===== src/rtl/spi_slave_ctrl.sv =====
// spi_slave_ctrl: SPI slave that frames MOSI into {cmd,payload} RAM words and returns RAM read data on MISO
module spi_slave_ctrl #(
  parameter int MEM_DEPTH = 256,
  parameter int ADDR_SIZE = $clog2(MEM_DEPTH)
) (
  input  logic                 clk,
  input  logic                 rst,
  input  logic                 SS_n,
  input  logic                 MOSI,
  output logic                 MISO,
  output logic [ADDR_SIZE+1:0] rx_data,
  output logic                 rx_valid,
  input  logic [ADDR_SIZE-1:0] tx_data,
  input  logic                 tx_valid
);
  localparam int CW = $clog2(ADDR_SIZE + 1);
  typedef enum logic [2:0] {IDLE, CHK_CMD, WRITE, READ_ADD, READ_DATA} state_t;
  typedef enum logic [1:0] {SHIFT, WAIT_TX, SEND, HOLD} phase_t;
  state_t               state_q;
  phase_t               ph_q;
  logic [ADDR_SIZE:0]   sh_q;
  logic [ADDR_SIZE-1:0] tx_q;
  logic [CW-1:0]        cnt_q;
  logic                 rd_addr_done_q;
  logic                 miso_q;
  logic [ADDR_SIZE+1:0] rx_data_q;
  logic                 rx_valid_q;
  assign MISO     = miso_q;
  assign rx_data  = rx_data_q;
  assign rx_valid = rx_valid_q;
  // Frame FSM: command decode, payload shift-in, capture strobe, and MISO read-back phase
  always_ff @(posedge clk or posedge rst) begin
    if (rst) begin
      state_q        <= IDLE;
      ph_q           <= SHIFT;
      sh_q           <= '0;
      tx_q           <= '0;
      cnt_q          <= '0;
      rd_addr_done_q <= 1'b0;
      miso_q         <= 1'b0;
      rx_data_q      <= '0;
      rx_valid_q     <= 1'b0;
    end else begin
      rx_valid_q <= 1'b0;
      case (state_q)
        IDLE: if (!SS_n) state_q <= CHK_CMD;
        CHK_CMD: begin
          if (SS_n) state_q <= IDLE;
          else begin
            sh_q    <= {sh_q[ADDR_SIZE-1:0], MOSI};
            cnt_q   <= CW'(ADDR_SIZE);
            ph_q    <= SHIFT;
            state_q <= !MOSI ? WRITE : rd_addr_done_q ? READ_DATA : READ_ADD;
          end
        end
        default: begin
          if (ph_q == SHIFT) begin
            sh_q  <= {sh_q[ADDR_SIZE-1:0], MOSI};
            cnt_q <= cnt_q - 1'b1;
            if (cnt_q == '0) begin
              rx_data_q  <= {sh_q, MOSI};
              rx_valid_q <= 1'b1;
              ph_q       <= (state_q == READ_DATA) ? WAIT_TX : HOLD;
              if (state_q == READ_ADD) rd_addr_done_q <= 1'b1;
            end
          end else if (!SS_n && ph_q == WAIT_TX && tx_valid) begin
            miso_q <= tx_data[ADDR_SIZE-1];
            tx_q   <= {tx_data[ADDR_SIZE-2:0], 1'b0};
            cnt_q  <= CW'(ADDR_SIZE - 1);
            ph_q   <= SEND;
          end else if (!SS_n && ph_q == SEND) begin
            if (cnt_q == '0) begin
              miso_q         <= 1'b0;
              rd_addr_done_q <= 1'b0;
              ph_q           <= HOLD;
            end else begin
              miso_q <= tx_q[ADDR_SIZE-1];
              tx_q   <= {tx_q[ADDR_SIZE-2:0], 1'b0};
              cnt_q  <= cnt_q - 1'b1;
            end
          end
          if (SS_n) begin
            state_q <= IDLE;
            miso_q  <= 1'b0;
          end
        end
      endcase
    end
  end
endmodule


===== config.mk =====
export PLATFORM = sky130hd
export DESIGN_NAME = spi_slave_ctrl
export DESIGN_NICKNAME = d
export VERILOG_FILES = /design/src/rtl/spi_slave_ctrl.sv
export SDC_FILE = /design/constraint.sdc
export NUM_CORES = 1
export LEC_CHECK = 0
export BUFFER_PORTS_ARGS = -buffer_cell sky130_fd_sc_hd__buf_2
export CAP_MARGIN = 0
export CORE_ASPECT_RATIO = 0.6
export CORE_MARGIN = 3
export CORE_UTILIZATION = 39
export DETAILED_ROUTE_END_ITERATION = 6
export PLACE_DENSITY = 0.58
export SLEW_MARGIN = 5
export SYNTH_ARGS = -nofsm -noshare
export SYNTH_HDL_FRONTEND = slang
export SYNTH_SLANG_ARGS = --single-unit

===== constraint.sdc =====
create_clock -name clk -period 2.6 [get_ports clk]
set_input_delay 0.39 -clock clk [delete_from_list [all_inputs] [get_ports clk]]
set_output_delay 0.39 -clock clk [all_outputs]
set_load 0.005 [all_outputs]

==> results of run 1 <==
-- critical path, cell delays in order, from the launching register on --
cell and delay [ns]:
dfrtp_1 0.52, and4bb_4 0.56, a21oi_2 0.10, a211oi_4 0.43
mux2_2 0.39
-- state kept, by name, summed over array words and instances (netlist names) --
register,cells
cnt_q,4
MISO,1
rx_data,10
rx_valid,1
sh_q,9
ph_q,2
rd_addr_done_q,1
state_q,3
tx_q,7
-- synth_stat cells (all sizes together), types with 2 or more instances --
cell,count
dfrtp,38
mux2,28
nand2,19
a21oi,10
inv,10
nor2,8
buf,7
nor3,5
o21ai,5
a31oi,3
or3,3
a211oi,2
nand3,2
nor3b,2
nor4,2
o22ai,2
-- power groups by stage --
stage	Sequential, mW	Clock (mW)	Combinational (mW)
CTS	1.01	0.428	0.753
global placement	1.00	0	0.724
floorplan	0.950	0	0.620
finish	1.01	0.410	0.746
detailed placement	1.03	0	0.749
global route	1.05	0.452	0.820
-- layer usage --
layer,vias up,part of all wire,GRT usage
met5,-,0,0
met4,0,0.0074,0.0539
met3,6,0.070,0.0415
met2,51,0.43,0.201
met1,622,0.49,0.195
li1,615,-,-
-- worst paths after layout --
kind | startpoint | end | slack (ns) | cells after the start
worst min register to register | rx_data[4]$_DFFE_PP0P_ | rx_data[4]$_DFFE_PP0P_ | 0.51 | 1
worst max-delay path | ph_q[1]$_DFFE_PP0P_ | tx_q[3]$_DFFE_PP0P_ | 0.48 | 4
worst min-delay path | rst | cnt_q[1]$_DFFE_PP0P_ | 0.21 | 3
worst max register to register | ph_q[1]$_DFFE_PP0P_ | tx_q[3]$_DFFE_PP0P_ | 0.48 | 4
max in group asynchronous | rst | rx_data[9]$_DFFE_PP0P_ | 2.07 | 3
min in group clk | SS_n | state_q[2]$_DFFE_PP0P_ | 0.37 | 2
-- cell type report --
class / count / area share
inverter: 10 / 0.0174
sequential: 38 / 0.440
timing repair buffer: 26 / 0.0625
clock buffer: 7 / 0.0399
clock inverter: 1 / 0.00231
tap: 63 / 0.0365
multi-input combinational: 104 / 0.402
-- stage by stage --
step                      total power, mW  instances  utilization
after floorplan                      1.57        160            -
after global placement               1.73        241        0.447
after detailed placement             1.77        241        0.447
after CTS                            2.19        249        0.466
after global routing                 2.32        249        0.466
final                                2.17        249        0.466
-- cell families after synthesis --
family / Yosys count / share of synthesized area
AND/OR/NAND/NOR: 48 / 0.156
adder cells (fa/ha/maj): 1 / 0.00656
buffers and inverters: 18 / 0.0466
flip-flops: 38 / 0.498
AO/OA/AOI/OAI: 27 / 0.110
multiplexers: 28 / 0.183
==> results_dict.tcl, run 1 <==
set metrics [dict create \
    outcome "completed" \
    antenna_found_initial 0 \
    core_area_um2 4640 \
    p_int_mw 1.45 \
    start_kind "register" \
    final_cell_mix "38 x dfrtp_1, 24 x buf_2, 19 x nand2_1, 19 x mux2_2, 10 x inv_1" \
    yosys.area.top_type_share 0.498 \
    drt-total-wl_mm 3.67 \
    die_height_um 60.2 \
    clk_pin_slew_worst_paths_ns 0.07 \
    setup_viol 0 \
    critical_path_required_ns 2.77 \
    synth-edff-count 0 \
    relSlewSlack 0.624 \
    gp_congestion 0.883 \
    placed_cell_area_um2 2070 \
    overflow 0 \
    grt_max_degree 39 \
    peakVddDrop_v 0.000435 \
    root_buffer "clkbuf_8" \
    pwr-share-clk 0.189 \
    synth_warnings 0 \
    max-cap-violations 0 \
    synthFlopType "dfrtp_1" \
    rsz0062_at_grt "false" \
    critPathArrivalTime_ns 2.29 \
    drv_slew 0 \
    drtAntennaViolNets 0 \
    clk_path_buf_depth 2 \
    syn-cell-area_um2 1910 \
    power_density_nw_per_um2 1000 \
    preCtsSetupSlack_ns 0.493 \
    p_switching_mw 0.714 \
    regArea_um2 951 \
    drive_above_1_share 0.387 \
    clock_skew_ns 0.00352 \
    viasPerCell 5.20 \
    tightest_slew_ns 0.565 \
    clock.fmax_ghz 0.471 \
    yosys.area.top_type "dfrtp_1" \
    p_leak_nw 1.02 \
    start_util 0.412 \
    grt_usage 0.139 \
    hold_ws_ns 0.205 \
    grt_pass1_vias 1251 \
    avgSynthCellArea_um2 11.9 \
    fin_area_um2 2160 \
    dieArea_um2 5800 \
    nNetsFinal 199 \
    area_growth_syn_to_layout_pct 13.3 \
    cts_buffers 5 \
    final_common_cell "dfrtp_1" \
    clk_latency_ns 0.28 \
    async_flop_share 1.00 \
    drcViolationCount 0 \
    syn_nets 174 \
    synth_area_leaders "dfrtp_1 50%, mux2_2 11%, mux2_4 7.1%" \
    post_cts_buffers 0 \
    cts.sinks 38 \
    hold_viol_final 0 \
    period_share 0.816 \
    cts_htree_levels 2 \
    p_comb_frac 0.344 \
    grt_pass1_wl_mm 5.95 \
    ctsResizeCount 0 \
    vias 1294 \
    ios 25 \
    diodes 0 \
    synth_seq_cells 38 \
    wl_per_cell_um 14.7 \
    switching_share 0.329 \
    ys_seq_area_frac 0.498 \
    p_seq_frac 0.467 \
    drt_iter0_drc 57 \
    synth_cell_types 38 \
    setup_tns_ns 0 \
    holdBufCountCts 0 \
    cts_tree "built" \
    hpwl_mm 2.68 \
    numPortBuffers 24 \
    crit_type "reg2reg" \
    dr.pass1.iters 4 \
    syn_inst 160 \
    setup_slack_ns 0.477 \
    fin_crit_ns 2.12 \
    die_w_um 96.3 \
    rows 19 \
    worst_setup_path_end_kind "register" \
    path_max_fanout 15 \
    hp-class "in2async" \
    multi_input_area_um2 868 \
    fill_cells 415 \
]
Note: power is estimated with default switching activity, not from simulation.
==> run 2: changes to the inputs <==
--- a/config.mk
+++ b/config.mk
@@ -5,6 +5,7 @@
 export SDC_FILE = /design/constraint.sdc
 export NUM_CORES = 1
 export LEC_CHECK = 0
+export ABC_AREA = 1
 export BUFFER_PORTS_ARGS = -buffer_cell sky130_fd_sc_hd__buf_2
 export CAP_MARGIN = 0
 export CORE_ASPECT_RATIO = 0.6
==> constraint.sdc (replaced) <==
create_clock -name clk -period 2.19 [get_ports clk]
set_input_delay 0.3285 -clock clk [delete_from_list [all_inputs] [get_ports clk]]
set_output_delay 0.3285 -clock clk [all_outputs]
set_load 0.005 [all_outputs]
==> results_dict.tcl, run 2 <==
set metrics [dict create \
    max-cap-violations 0 \
    clk_latency_ns 0.28 \
    clk_pin_slew_worst_paths_ns 0.08 \
    ctsResizeCount 0 \
    viasPerCell 4.68 \
    grt_max_degree 39 \
    syn_inst 232 \
    start_kind "register" \
    synth_seq_cells 38 \
    core_area_um2 4300 \
    rsz0062_at_grt "false" \
    drive_above_1_share 0.172 \
    clock_skew_ns 0.00353 \
    synth_warnings 0 \
    placed_cells 314 \
    yosys.area.top_type_share 0.521 \
    path_max_fanout 5 \
    grt_pass1_wl_mm 6.67 \
    cpMaxStageDelayCell "dfrtp_1" \
    post_cts_buffers 0 \
    cts_buffers 5 \
    area_growth_syn_to_layout_pct 18.0 \
    dr.pass1.iters 7 \
    max_stage_delay_ns 0.41 \
    vias 1508 \
    ios 25 \
    rows 18 \
    p_leak_nw 1.19 \
    synth_cell_types 21 \
    ys_seq_area_frac 0.521 \
    largest_reg_flops 10 \
    hp-class "in2async" \
    async_flop_share 1.00 \
    synth_area_leaders "dfrtp_1 52%, nand2_1 17%, nand3_1 6.6%" \
    drcViolationCount 0 \
    final_cell_mix "85 x nand2_1, 38 x dfrtp_1, 25 x inv_1, 24 x nand3_1, 24 x buf_2" \
    dieArea_um2 5560 \
    drtAntennaViolNets 0 \
    die_height_um 59.0 \
    syn_nets 246 \
    power_density_nw_per_um2 1330 \
    fin_area_um2 2150 \
    cp_common_cell "nand2_1" \
    nNetsFinal 275 \
    setup_viol 0 \
    avgSynthCellArea_um2 7.87 \
    start_util 0.424 \
    critPathArrivalTime_ns 1.89 \
    hold_viol_final 0 \
    rr_startpoint "cnt_q[0]$_DFFE_PP0P_" \
    preCtsSetupSlack_ns 0.518 \
    outcome "completed" \
    diodes 0 \
    crit_path_cell_trace "inv_1 > ha_1 > nand2_1 > nor2_1 > nand3_1 > nand3_1 > nand2_1 > nand2_1" \
    fin_crit_ns 1.66 \
    crit_type "reg2reg" \
    utilization 0.501 \
    die_w_um 94.3 \
    crit_path_start "cnt_q[0]$_DFFE_PP0P_" \
    setup_slack_ns 0.529 \
    final_cell_count_no_fill 322 \
    worst_setup_path_end_kind "register" \
    drv_slew 0 \
    synth-edff-count 0 \
    relSlewSlack 0.628 \
    setup_tns_ns 0 \
    overflow 0 \
    critical_path_required_ns 2.42 \
    hpwl_mm 2.87 \
    final_common_cell "nand2_1" \
    cts.sinks 38 \
    numPortBuffers 24 \
    gp_congestion 0.845 \
    syn-cell-area_um2 1830 \
    use_met3 0.0584 \
    peakVddDrop_v 0.000595 \
    hold_ws_ns 0.150 \
    root_buffer "clkbuf_8" \
    ys_top_cells_by_count "85 x nand2_1, 38 x dfrtp_1, 25 x inv_1, 24 x nand3_1, 21 x o21ai_0" \
    synth.most_common_cell "nand2_1" \
    grt_usage 0.158 \
    clock.fmax_ghz 0.602 \
    drt-total-wl_mm 3.91 \
    yosys.area.top_type "dfrtp_1" \
    clk_path_buf_depth 2 \
    period_share 0.758 \
    placed_cell_area_um2 2010 \
    synthFlopType "dfrtp_1" \
    cts_tree "built" \
    gr-usage-met2 0.180 \
    grt_pass1_vias 1329 \
    global_route.usage.met1 0.263 \
    cts_htree_levels 2 \
    power_mw 2.86 \
    holdBufCountCts 0 \
    drt_iter0_drc 120 \
    grt-busiest-layer "met1" \
    wl_per_cell_um 12.1 \
    tightest_slew_ns 0.556 \
    fill_cells 434 \
    antenna_found_initial 0 \
]
[run 2: changes by cell type after synthesis, moves of 9 or more]
cell	delta
inv_1	+15
mux2_2	-19
mux2_4	-9
nand2_1	+66
nand3_1	+22
o21ai_0	+17
[run 2: routing by layer]
layer,part of all wire,wire length (µm)
met1,0.58,2270
met2,0.35,1390
met3,0.061,237
met4,0.0026,10
met5,0,0
[run 2: cell type report]
type	count	area, µm²	area share
multi-input cells	161	741	0.344
well taps	60	75.1	0.0349
clock buffers	6	82.6	0.0383
inverters	29	109	0.0506
repair buffers	26	135	0.0628
flip-flops and latches	38	951	0.442
clock inverters	2	60.1	0.0279
[run 2: final timing paths]
path                            cells past startpoint  slack, ns                     end
worst max-delay path                                8       0.53    cnt_q[3]$_DFFE_PP0P_
worst min-delay path                                3       0.15    cnt_q[0]$_DFFE_PP0P_
worst max register to register                      8       0.53    cnt_q[3]$_DFFE_PP0P_
worst min register to register                      2       0.48     tx_q[6]$_DFFE_PP0P_
max in group asynchronous                           3       1.69     tx_q[7]$_DFFE_PP0P_
min in group clk                                    2       0.27  state_q[2]$_DFFE_PP0P_
[run 2: cell families after synthesis]
family / count (synthesis) / synth area share
compound gates: 34 / 0.110
fa+ha+maj: 1 / 0.00685
buf+inv: 33 / 0.0733
flops: 38 / 0.521
simple gates: 126 / 0.289
[run 2: power breakdown]
group / switching [mW] / internal, mW / leakage [nW] / total [mW]
logic: 0.614 / 0.357 / 0.612 / 0.970
registers: 0.180 / 0.974 / 0.504 / 1.15
clock network: 0.246 / 0.486 / 0.0714 / 0.732
total: 1.04 / 1.82 / 1.19 / 2.86
[run 2: critical path: cells and delay by family, from the launching register on]
kind,cells,cell delay [ns]
simple gates,6,0.89
flops,1,0.41
fa+ha+maj,1,0.21
buf+inv,1,0.10
